[config.mk]
export PLATFORM = sky130hd
export DESIGN_NAME = conv_mac_engine_flat
export DESIGN_NICKNAME = d
export VERILOG_FILES = /design/src/rtl/conv_mac_if.sv /design/src/rtl/conv_mac_engine.sv /design/src/flat_wrapper.sv
export SDC_FILE = /design/constraint.sdc
export NUM_CORES = 1
export LEC_CHECK = 0
export CORE_MARGIN = 2
export CORE_UTILIZATION = 45
export DETAILED_ROUTE_END_ITERATION = 12
export PLACE_DENSITY = 0.73
export SLEW_MARGIN = 20
export SYNTH_ARGS = -nofsm -noshare
export SYNTH_HDL_FRONTEND = slang
export SYNTH_SLANG_ARGS = --single-unit
[constraint.sdc]
create_clock -name clk -period 9.1 [get_ports clk]
set_input_delay 2.73 -clock clk [delete_from_list [all_inputs] [get_ports clk]]
set_output_delay 2.73 -clock clk [all_outputs]
set_load 0.02 [all_outputs]
[src/rtl/conv_mac_if.sv]
// Operand/result bundle between the coprocessor decoder (master) and the
// sequential convolution engine (slave).
interface conv_mac_if #(
  parameter int DATA_W  = 8,
  parameter int MAX_DIM = 5,
  parameter int ACC_W   = 22
);
  localparam int DIM_W = $clog2(MAX_DIM + 1);
  localparam int VEC_W = MAX_DIM * MAX_DIM * DATA_W;

  // Handshake: start is a request sampled on a rising edge only while the
  // engine is idle (busy=0); busy covers RUN and DONE, and done is a
  // one-cycle pulse marking the first cycle in which results are valid.
  logic                     start;
  logic [VEC_W-1:0]         pixel;
  logic [VEC_W-1:0]         kernel;
  logic [DIM_W-1:0]         dim;
  logic                     abs_mode;
  logic                     busy;
  logic                     done;
  logic signed [ACC_W-1:0]  acc_out;
  logic [DATA_W-1:0]        sat_out;
  logic                     sat_flag;

  modport master (
    output start, pixel, kernel, dim, abs_mode,
    input  busy, done, acc_out, sat_out, sat_flag
  );

  modport slave (
    input  start, pixel, kernel, dim, abs_mode,
    output busy, done, acc_out, sat_out, sat_flag
  );
endinterface

[src/rtl/conv_mac_engine.sv]
// One convolution window of up to MAX_DIM x MAX_DIM, one signed MAC per
// cycle, with full-precision result and clamp / abs-clamp saturation.
module conv_mac_engine #(
  parameter int DATA_W  = 8,
  parameter int MAX_DIM = 5,
  parameter int ACC_W   = 22
) (
  input  logic       clk,
  input  logic       rst_n,
  conv_mac_if.slave  bus,
  output logic [1:0] o_dbg_state
);
  localparam int DIM_W  = $clog2(MAX_DIM + 1);
  localparam int NEL    = MAX_DIM * MAX_DIM;
  localparam int IDX_W  = (NEL > 1) ? $clog2(NEL) : 1;
  localparam int VEC_W  = NEL * DATA_W;
  localparam int PROD_W = 2 * DATA_W + 1;

  localparam logic [DIM_W-1:0]        DIM_LO  = DIM_W'(2);
  localparam logic [DIM_W-1:0]        DIM_HI  = DIM_W'(MAX_DIM);
  localparam logic signed [ACC_W-1:0] SAT_MAX = ACC_W'((1 << DATA_W) - 1);

  typedef enum logic [1:0] {S_IDLE = 2'd0, S_RUN = 2'd1, S_DONE = 2'd2} state_t;

  state_t                   r_state;
  state_t                   w_next;
  logic [VEC_W-1:0]         r_pixel;
  logic [VEC_W-1:0]         r_kernel;
  logic [DIM_W-1:0]         r_dim;
  logic                     r_abs;
  logic [DIM_W-1:0]         r_row;
  logic [DIM_W-1:0]         r_col;
  logic signed [ACC_W-1:0]  r_acc;
  logic signed [ACC_W-1:0]  r_acc_out;
  logic [DATA_W-1:0]        r_sat_out;
  logic                     r_sat_flag;

  logic [DIM_W-1:0]         w_dim_clamped;
  logic [IDX_W-1:0]         w_idx;
  logic [DATA_W-1:0]        w_pix;
  logic [DATA_W-1:0]        w_coef;
  logic signed [PROD_W-1:0] w_pix_s;
  logic signed [PROD_W-1:0] w_coef_s;
  logic signed [PROD_W-1:0] w_prod;
  logic signed [ACC_W-1:0]  w_acc_next;
  logic signed [ACC_W-1:0]  w_mag;
  logic [DATA_W-1:0]        w_sat;
  logic                     w_sat_flag;
  logic                     w_col_end;
  logic                     w_row_end;
  logic                     w_last;

  always_comb begin
    w_dim_clamped = bus.dim;
    if (bus.dim < DIM_LO) begin
      w_dim_clamped = DIM_LO;
    end else if (bus.dim > DIM_HI) begin
      w_dim_clamped = DIM_HI;
    end
  end

  // Pixels are unsigned: a zero MSB is prepended before the signed multiply.
  assign w_idx      = IDX_W'(r_row) * IDX_W'(MAX_DIM) + IDX_W'(r_col);
  assign w_pix      = r_pixel[w_idx * DATA_W +: DATA_W];
  assign w_coef     = r_kernel[w_idx * DATA_W +: DATA_W];
  assign w_pix_s    = PROD_W'($signed({1'b0, w_pix}));
  assign w_coef_s   = PROD_W'($signed(w_coef));
  assign w_prod     = w_pix_s * w_coef_s;
  assign w_acc_next = r_acc + ACC_W'(w_prod);

  assign w_col_end  = (r_col == r_dim - DIM_W'(1));
  assign w_row_end  = (r_row == r_dim - DIM_W'(1));
  assign w_last     = w_col_end && w_row_end;

  // Saturation acts on the sum that includes the final product, so the
  // registered results are ready in the same edge that enters DONE.
  always_comb begin
    w_mag      = w_acc_next;
    w_sat      = w_acc_next[DATA_W-1:0];
    w_sat_flag = 1'b0;
    if (r_abs && (w_acc_next < 0)) begin
      w_mag = -w_acc_next;
      w_sat = w_mag[DATA_W-1:0];
    end
    if (w_mag < 0) begin
      w_sat      = '0;
      w_sat_flag = 1'b1;
    end else if (w_mag > SAT_MAX) begin
      w_sat      = '1;
      w_sat_flag = 1'b1;
    end
  end

  always_ff @(posedge clk or negedge rst_n) begin
    if (!rst_n) begin
      r_state <= S_IDLE;
    end else begin
      r_state <= w_next;
    end
  end

  always_comb begin
    w_next   = r_state;
    bus.busy = (r_state != S_IDLE);
    bus.done = (r_state == S_DONE);
    case (r_state)
      S_IDLE:  if (bus.start) w_next = S_RUN;
      S_RUN:   if (w_last) w_next = S_DONE;
      S_DONE:  w_next = S_IDLE;
      default: w_next = S_IDLE;
    endcase
  end

  always_ff @(posedge clk or negedge rst_n) begin
    if (!rst_n) begin
      r_pixel    <= '0;
      r_kernel   <= '0;
      r_dim      <= '0;
      r_abs      <= 1'b0;
      r_row      <= '0;
      r_col      <= '0;
      r_acc      <= '0;
      r_acc_out  <= '0;
      r_sat_out  <= '0;
      r_sat_flag <= 1'b0;
    end else begin
      case (r_state)
        S_IDLE: begin
          if (bus.start) begin
            r_pixel  <= bus.pixel;
            r_kernel <= bus.kernel;
            r_dim    <= w_dim_clamped;
            r_abs    <= bus.abs_mode;
            r_row    <= '0;
            r_col    <= '0;
            r_acc    <= '0;
          end
        end
        S_RUN: begin
          r_acc <= w_acc_next;
          if (w_col_end) begin
            r_col <= '0;
            r_row <= w_row_end ? '0 : r_row + DIM_W'(1);
          end else begin
            r_col <= r_col + DIM_W'(1);
          end
          if (w_last) begin
            r_acc_out  <= w_acc_next;
            r_sat_out  <= w_sat;
            r_sat_flag <= w_sat_flag;
          end
        end
        default: ;
      endcase
    end
  end

  assign bus.acc_out  = r_acc_out;
  assign bus.sat_out  = r_sat_out;
  assign bus.sat_flag = r_sat_flag;
  assign o_dbg_state  = r_state;
endmodule

[src/flat_wrapper.sv]
// flat-port wrapper written by rule: the top's interface ports become plain ports
module conv_mac_engine_flat 
#(
  parameter int DATA_W  = 8,
  parameter int MAX_DIM = 5,
  parameter int ACC_W   = 22
)
  (clk, rst_n, o_dbg_state, bus_start, bus_pixel, bus_kernel, bus_dim, bus_abs_mode, bus_busy, bus_done, bus_acc_out, bus_sat_out, bus_sat_flag);
  conv_mac_if #(.DATA_W(DATA_W), .MAX_DIM(MAX_DIM), .ACC_W(ACC_W)) bus_i ();
  input  logic clk;
  input  logic rst_n;
  output logic [1:0] o_dbg_state;
  input wire logic [$bits(bus_i.start)-1:0] bus_start;
  input wire logic [$bits(bus_i.pixel)-1:0] bus_pixel;
  input wire logic [$bits(bus_i.kernel)-1:0] bus_kernel;
  input wire logic [$bits(bus_i.dim)-1:0] bus_dim;
  input wire logic [$bits(bus_i.abs_mode)-1:0] bus_abs_mode;
  output wire logic [$bits(bus_i.busy)-1:0] bus_busy;
  output wire logic [$bits(bus_i.done)-1:0] bus_done;
  output wire logic [$bits(bus_i.acc_out)-1:0] bus_acc_out;
  output wire logic [$bits(bus_i.sat_out)-1:0] bus_sat_out;
  output wire logic [$bits(bus_i.sat_flag)-1:0] bus_sat_flag;
  assign bus_i.start = bus_start;
  assign bus_i.pixel = bus_pixel;
  assign bus_i.kernel = bus_kernel;
  assign bus_i.dim = bus_dim;
  assign bus_i.abs_mode = bus_abs_mode;
  assign bus_busy = bus_i.busy;
  assign bus_done = bus_i.done;
  assign bus_acc_out = bus_i.acc_out;
  assign bus_sat_out = bus_i.sat_out;
  assign bus_sat_flag = bus_i.sat_flag;
  conv_mac_engine #(.DATA_W(DATA_W), .MAX_DIM(MAX_DIM), .ACC_W(ACC_W)) u_core (.clk(clk), .rst_n(rst_n), .bus(bus_i), .o_dbg_state(o_dbg_state));
endmodule
==> results of run 1 <==
[final timing paths]
path	from	cells past startpoint	to
setup / recovery	u_core.r_row[0]	29	u_core.bus.sat_out[0]
hold / removal	u_core.bus.acc_out[16]	2	u_core.bus.acc_out[16]
setup reg to reg	u_core.r_row[0]	29	u_core.bus.sat_out[0]
hold reg to reg	u_core.bus.acc_out[16]	2	u_core.bus.acc_out[16]
max in group asynchronous	rst_n	3	u_core.r_pixel[124]
min in group asynchronous	rst_n	1	u_core.bus.acc_out[19]
[worst max-delay path, delay by kind of cell (launching register included)]
| kind | cells | cell delay, ns |
|---|---|---|
| flip-flops | 1 | 0.39 |
| AND/OR/NAND/NOR | 6 | 1.40 |
| adder cells (fa/ha/maj) | 9 | 3.74 |
| AO/OA/AOI/OAI | 7 | 1.70 |
| XOR/XNOR | 1 | 0.27 |
| multiplexers | 1 | 0.50 |
| buffers and inverters | 5 | 0.66 |
[per-stage QoR]
stage,TNS (ns),cell area (sq um),util (%)
after floorplan,0,24400,-
final,0,31900,59.5
after global placement,0,30000,55.9
after detailed placement,0,30000,55.9
after CTS,0,31800,59.2
after global routing,-0.00121,31900,59.5
[layer usage]
metal	global-route usage [%]	part of all wire, %
met1	30.6	38
met2	44.7	52
met3	6.99	6.5
met4	8.52	3.0
met5	0	0.34
[synthesized netlist by cell type, types with 24 or more instances]
library cell / instances
clkbuf_1: 77
dfrtp_1: 465
inv_1: 74
ha_1: 80
nor2_1: 64
o21ai_0: 44
mux2_2: 403
o211ai_1: 24
fa_1: 52
nand2_1: 93
mux4_2: 112
[layout make-up]
class	instances	area, sq um	area share, %
diodes	15	37.5	0.117
clock buffers	78	1530	4.79
clock inverters	14	209	0.654
inverters	74	278	0.869
multi-input cells	1151	12200	38.2
flip-flops and latches	465	11600	36.4
well taps	696	871	2.73
repair buffers	526	5180	16.2
[registers in the layout, indices dropped and copies added (netlist names)]
register and cells:
u_core.bus.acc_out 22, u_core.bus.sat_flag 1, u_core.bus.sat_out 8, u_core.o_dbg_state 2, u_core.r_abs 1, u_core.r_acc 22
u_core.r_col 3, u_core.r_dim 3, u_core.r_kernel 200, u_core.r_pixel 200, u_core.r_row 3
[cell families after synthesis]
| kind of cell | Yosys count | synth area share, % |
|---|---|---|
| AND/OR/NAND/NOR | 262 | 5.13 |
| buffers and inverters | 174 | 2.69 |
| XOR/XNOR | 30 | 1.15 |
| flip-flops | 465 | 47.7 |
| adder cells (fa/ha/maj) | 133 | 8.40 |
| multiplexers | 535 | 29.7 |
| AO/OA/AOI/OAI | 191 | 5.23 |
[cell usage in the layout (no fill, tap or decap), types with 4 or more instances in the layout]
cell type	instances
a211oi_1	4
a21o_1	5
a21oi_1	21
a31oi_1	9
and2_1	8
and3_1	8
buf_12	8
buf_4	72
buf_6	4
bufinv_16	4
clkbuf_1	13
clkbuf_16	52
clkbuf_8	13
clkdlybuf4s50_1	440
clkinv_2	7
dfrtp_1	465
diode_2	15
fa_1	51
ha_1	78
inv_1	74
mux2_2	403
mux2i_1	19
mux4_2	112
nand2_1	93
nand2b_1	6
nand3_1	12
nand4_1	7
nor2_1	63
nor2b_1	4
nor3_1	11
nor4_1	4
o211ai_1	24
o21ai_0	42
o21ai_1	13
o21ai_2	5
o22ai_1	22
o31ai_1	5
or2_2	22
xnor2_1	12
xor2_1	16
[repair_timing]
action	in CTS	in global routing
setup endpoints to repair	0	9
hold buffers	0	0
resized for setup	0	17
setup buffers	0	7
==> flow_summary.toml, run 1 <==
[status]
status = "completed"

[synthesis]
yosysWarnings = 0
netlist_area_sq_um = 24400
syn_nets = 2329
synth_area_per_cell_sq_um = 13.6
synth_top_cell_area_share_pct = 47.7
synth-seq-cells = 465
synth_cells = 1790
yosys-top-cells-area = "dfrtp_1 48%, mux2_2 19%, mux4_2 10%, fa_1 4.3%, ha_1 4.1%"
ys_seq_area_share_pct = 47.7
yosys_most_used_dff = "dfrtp_1"
netlist-cell-type-count = 73
yosys.area.top_type = "dfrtp_1"
synth_edf_count = 0
async_reset_ff_share_pct = 100

[min_path]
hp-class = "flip-flop to flip-flop"

[drt]
postRouteAntennaNets = 0
totalWireLength_um = 71600
wl_per_cell_um = 23.7
drc = 0
drtIter0Drc = 960
vias = 16827
dr.pass1.iters = 5
avgViaCountPerCell = 5.57

[timing]
maxSlewViolCount = 0
worst_slack_ns = 0.301
timing.final.crit_share_pct = 96.7
worstMarginPinSlew_ns = 1.24
finalCriticalPeriod_ns = 8.80
hold_viol = 0
finalSetupViolCount = 0
max_freq_ghz = 0.114
whs_ns = 0.473
slew_headroom_pct = 17.1
skew_ns = 0.0289

[place]
post-place-ws_ns = 0.206
port_buffers = 441
place_hpwl_um = 55300
gp_congestion = 0.899
place_inst = 2904

[clock_network]
cts_made_buffers = 51
clkSinkCount = 465
cts_root_buf = "clkbuf_16"
cts_tree = "done"
cts_max_path_buffers = 3
cts-htree-levels = 2
clk_latency_ns = 0.62
path_clk_slew_ns = 0.06

[layout]
fillers = 4258
syn2layout_area_growth_pct = 30.9
drive_gt1_share_pct = 31.6
finalNetCount = 2808
layout.cells.non_filler = 3019

[floorplanning]
start_util_pct = 45.5
die_x_um = 237
die-area_sq_um = 56100
rows = 85
core_area_sq_um = 53700
die_y_um = 237
io_pins = 442

[critical_path]
critPathSlowestCell = "fa_1"
worst_ep_arrival_time_ns = 9.27
path_max_fanout = 9
cp-start-kind = "flip-flop"
criticalPathCategory = "flip-flop to flip-flop"
cp-end-kind = "flip-flop"
max_stage_delay_ns = 0.53
crit_top_cell = "fa_1"
worstPathRequired_ns = 9.57
r2r_slack_ns = 0.30

[global_routing]
grt_pass1_wl_um = 109000
antenna_found_initial = 35
grt_pass1_vias = 18063
grt_max_degree = 202
grt_usage_pct = 25.6
grt-ovfl-total = 0

[run]
timing.max_cap.violations = 0
Power of run 1 is left out: the tool's default activity adds up to more than one toggle a clock period on the data nets, which glitch-free logic cannot reach.
==> run 2, diff against run 1 <==
- CORE_UTILIZATION: 45 -> 48
- PLACE_DENSITY: 0.73 -> 0.77
==> flow_summary.toml, run 2 (synthesized netlist as in run 1, its figures left out) <==
[clock_network]
cts_max_path_buffers = 3
clkSinkCount = 465
cts_tree = "done"
clk_latency_ns = 0.60
path_clk_slew_ns = 0.06
ctsHoldBuffers = 0
cts_root_buf = "clkbuf_16"
cts_made_buffers = 51
cts-htree-levels = 2

[layout]
layout_commonest_cell = "dfrtp_1"
top_regs = "u_core.r_kernel x200, u_core.r_pixel x200"
final_cell_mix = "465 x dfrtp_1, 440 x clkdlybuf4s50_1, 403 x mux2_2"
layout.cells.non_filler = 2990
syn2layout_area_growth_pct = 30.2
multi_input_area_sq_um = 12200
ff_latch_area_sq_um = 11600
drive_gt1_share_pct = 31.4
fillers = 3771
finalNetCount = 2800

[run]
timing.max_cap.violations = 0

[timing]
rsz0062_at_grt = "false"
skew_ns = 0.0207
finalCriticalPeriod_ns = 8.80
timing.final.crit_share_pct = 96.7
setup_tns_ns = 0
hold_viol = 0
finalSetupViolCount = 0
maxSlewViolCount = 0
max_freq_ghz = 0.114
worstMarginPinSlew_ns = 1.07
slew_headroom_pct = 28.6
whs_ns = 0.475

[floorplanning]
die_x_um = 230
core_area_sq_um = 50200
die-area_sq_um = 52700
start_util_pct = 48.7
rows = 82
die_y_um = 230
io_pins = 442

[critical_path]
critPathSlowestCell = "mux4_2"
timing.rr.start = "u_core.r_row[0]"
worstPathRequired_ns = 9.57
max_stage_delay_ns = 0.56
r2r_end = "u_core.bus.sat_out[0]"
criticalPathCategory = "flip-flop to flip-flop"
cp-start-kind = "flip-flop"
path_max_fanout = 13
cp-end-kind = "flip-flop"
worst_ep_arrival_time_ns = 9.27
r2r_slack_ns = 0.30
reg2reg_depth = 28

[min_path]
min_path_cells = 2
hold_start = "u_core.bus.acc_out[10]"
min_to = "u_core.bus.acc_out[10]"
hp-class = "flip-flop to flip-flop"

[drt]
drtIter0Drc = 1127
wl_per_cell_um = 23.4
dr.pass1.iters = 7
vias = 16763
drc = 0
avgViaCountPerCell = 5.61
totalWireLength_um = 70000
postRouteAntennaNets = 0

[status]
status = "completed"

[place]
port_buffers = 441
gp_congestion = 0.902
place_inst = 2874
place_hpwl_um = 53600

[global_routing]
grt_max_degree = 189
grt_pass1_vias = 18345
grt_usage_pct = 27.0
grt-ovfl-total = 0
antenna_found_initial = 31
grt_pass1_wl_um = 109000
run 2: critical path, delay by kind of cell, from the launching register on:
kind,cells,cell delay (ns)
fa+ha+maj,9,3.53
mux,1,0.56
flops,1,0.38
simple gates,4,0.91
compound gates,9,2.36
xor+xnor,1,0.26
buf+inv,4,0.66
run 2: per-stage QoR:
stage | worst slack [ns] | area [sq um] | utilization, %
final | 0.299 | 31800 | 63.4
after global routing | 0.0101 | 31800 | 63.4
after CTS | 0.0581 | 31700 | 63.1
after detailed placement | -0.00928 | 30000 | 59.8
after global placement | 0.152 | 30000 | 59.8
after floorplan | 0.0344 | 24400 | -
run 2: cell type report:
cell class,instances,area share (%)
multi-input combinational,1151,38.4
antenna,18,0.142
clock buffer,72,4.55
tap,672,2.64
timing repair buffer,518,16.1
inverter,74,0.874
clock inverter,20,0.696
sequential,465,36.6
run 2: timing repair:
action / CTS / global route
gates resized for setup: 0 / 19
pin swaps: 1 / 2
endpoints found under the setup margin: 8 / 9
buffers inserted: 1 / 5
run 2: worst max-delay path by stage:
stage | from | to | slack (ns) | cells past startpoint
after detailed placement | u_core.r_row[0] | u_core.bus.sat_out[6] | -0.009 | 27
final | u_core.r_row[0] | u_core.bus.sat_out[0] | 0.30 | 28
after CTS | u_core.r_row[0] | u_core.bus.sat_out[6] | 0.06 | 30
after global routing | u_core.r_row[0] | u_core.bus.sat_out[2] | 0.01 | 28
after floorplan | u_core.r_row[0] | u_core.bus.sat_flag | 0.03 | 28
after global placement | u_core.r_row[0] | u_core.bus.sat_out[6] | 0.15 | 28
run 2: metal layers:
| metal | up-vias | wire (um) | global-route usage [%] |
|---|---|---|---|
| met2 | 478 | 35900 | 46.9 |
| met3 | 141 | 4640 | 7.03 |
| met4 | 30 | 2250 | 9.72 |
| met1 | 8602 | 27000 | 32.4 |
| li1 | 7512 | - | - |
| met5 | - | 195 | 0 |
Power of run 2 is left out for the same reason.
==> run 3, diff against run 2 <==
- RECOVER_POWER: default -> 50
==> flow_summary.toml, run 3 (synthesized netlist as in run 1, its figures left out) <==
[critical_path]
path_max_fanout = 13
timing.rr.start = "u_core.r_row[0]"
max_stage_delay_ns = 0.56
worstPathRequired_ns = 9.57
cp-start-kind = "flip-flop"
criticalPathCategory = "flip-flop to flip-flop"
cp-end-kind = "flip-flop"
crit_path_start = "u_core.r_row[0]"
worst_ep_arrival_time_ns = 9.28
critPathSlowestCell = "mux4_2"

[layout]
final_cell_mix = "465 x dfrtp_1, 439 x clkdlybuf4s50_1, 403 x mux2_2"
finalNetCount = 2800
design_area_sq_um = 31800
top_regs = "u_core.r_kernel x200, u_core.r_pixel x200"
syn2layout_area_growth_pct = 30.1
layout_commonest_cell = "dfrtp_1"
drive_gt1_share_pct = 31.3

[drt]
drc = 0
vias = 16777
wl_met1_um = 27000
avgViaCountPerCell = 5.61
route.met3.wl_um = 4630
totalWireLength_um = 70100
postRouteAntennaNets = 0
topRoutingLayerUsed = "met5"
wl_met2_um = 36000
drtIter0Drc = 1157
wl_per_cell_um = 23.4
dr.pass1.iters = 7

[place]
place_hpwl_um = 53600
port_buffers = 441
placedInstanceArea_sq_um = 30000
gp_congestion = 0.902

[clock_network]
path_clk_slew_ns = 0.06
ctsHoldBuffers = 0
cts_tree = "done"
cts-htree-levels = 2
cts_max_path_buffers = 3
clkSinkCount = 465
cts_made_buffers = 51
cts_root_buf = "clkbuf_16"
clk_latency_ns = 0.61

[floorplanning]
die-area_sq_um = 52700
core_area_sq_um = 50200
start_util_pct = 48.7
io_pins = 442
rows = 82
die_x_um = 230
die_y_um = 230

[status]
violations = "max-capacitance violations, max-slew violations"
status = "finished, violations left"

[timing]
slew_headroom_pct = -286
worstMarginPinSlew_ns = 5.79
hold_viol = 0
finalSetupViolCount = 0
max_freq_ghz = 0.114
finalCriticalPeriod_ns = 8.81
rsz0062_at_grt = "false"
maxSlewViolCount = 273
skew_ns = 0.0221
whs_ns = 0.475
timing.final.crit_share_pct = 96.8

[global_routing]
grt_max_degree = 189
antenna_found_initial = 31
grt_pass1_vias = 18345
grt_pass1_wl_um = 109000
grt-ovfl-total = 0
grt_usage_pct = 27.0

[run]
timing.max_cap.violations = 2

[min_path]
hp-class = "flip-flop to flip-flop"
hold_start = "u_core.bus.acc_out[3]"
-- run 3: changes by cell type in the layout (fill, tap and decap cells not counted), sizes merged --
cell / change
buf: -3
clkbuf: +2
dlygate4sd3: +1
clkdlybuf4s25: +1
clkdlybuf4s50: -1
-- run 3: final timing paths --
kind / end / slack, ns / cells past startpoint
setup / recovery: u_core.bus.sat_out[0] / 0.29 / 28
hold / removal: u_core.bus.acc_out[3] / 0.47 / 2
setup reg to reg: u_core.bus.sat_out[0] / 0.29 / 28
hold reg to reg: u_core.bus.acc_out[3] / 0.47 / 2
max in group asynchronous: u_core.r_pixel[169] / 1.21 / 2
min in group asynchronous: u_core.r_acc[21] / 4.51 / 1
-- run 3: metal layers --
metal	GRT usage, %	vias to the layer above
li1	-	7523
met1	32.4	8593
met2	46.9	484
met3	7.03	147
met4	9.72	30
met5	0	-
-- run 3: critical path, delay by kind of cell, from the launching register on --
kind            cells  cell delay, ns
mux                 1            0.56
buf+inv             4            0.66
xor+xnor            1            0.26
simple gates        4            0.91
flops               1            0.38
fa+ha+maj           9            3.53
compound gates      9            2.36
-- run 3: area by class of cell --
class	count	area [sq um]
fill	3776	18400
multi-input combinational	1151	12200
sequential	465	11600
timing repair buffer	518	5080
clock buffer	72	1450
tap	672	841
inverter	74	278
clock inverter	20	221
antenna	18	45.0
-- run 3: repair_timing --
item	CTS	global route
pin swaps	1	2
endpoints found under the setup margin	8	9
gates resized for setup	0	19
buffers inserted	1	5
-- run 3: per-stage QoR --
step           utilization, %  cells  setup slack (ns)  TNS [ns]
3_3_place_gp             59.8   2874             0.152         0
3_5_place_dp             59.8   2874          -0.00928   -0.0283
2_1_floorplan               -   1790            0.0344         0
5_1_grt                  63.3   2985            0.0101         0
4_1_cts                  63.1   2967            0.0581         0
6_report                 63.3   2990             0.290         0
Power of run 3 is left out for the same reason.
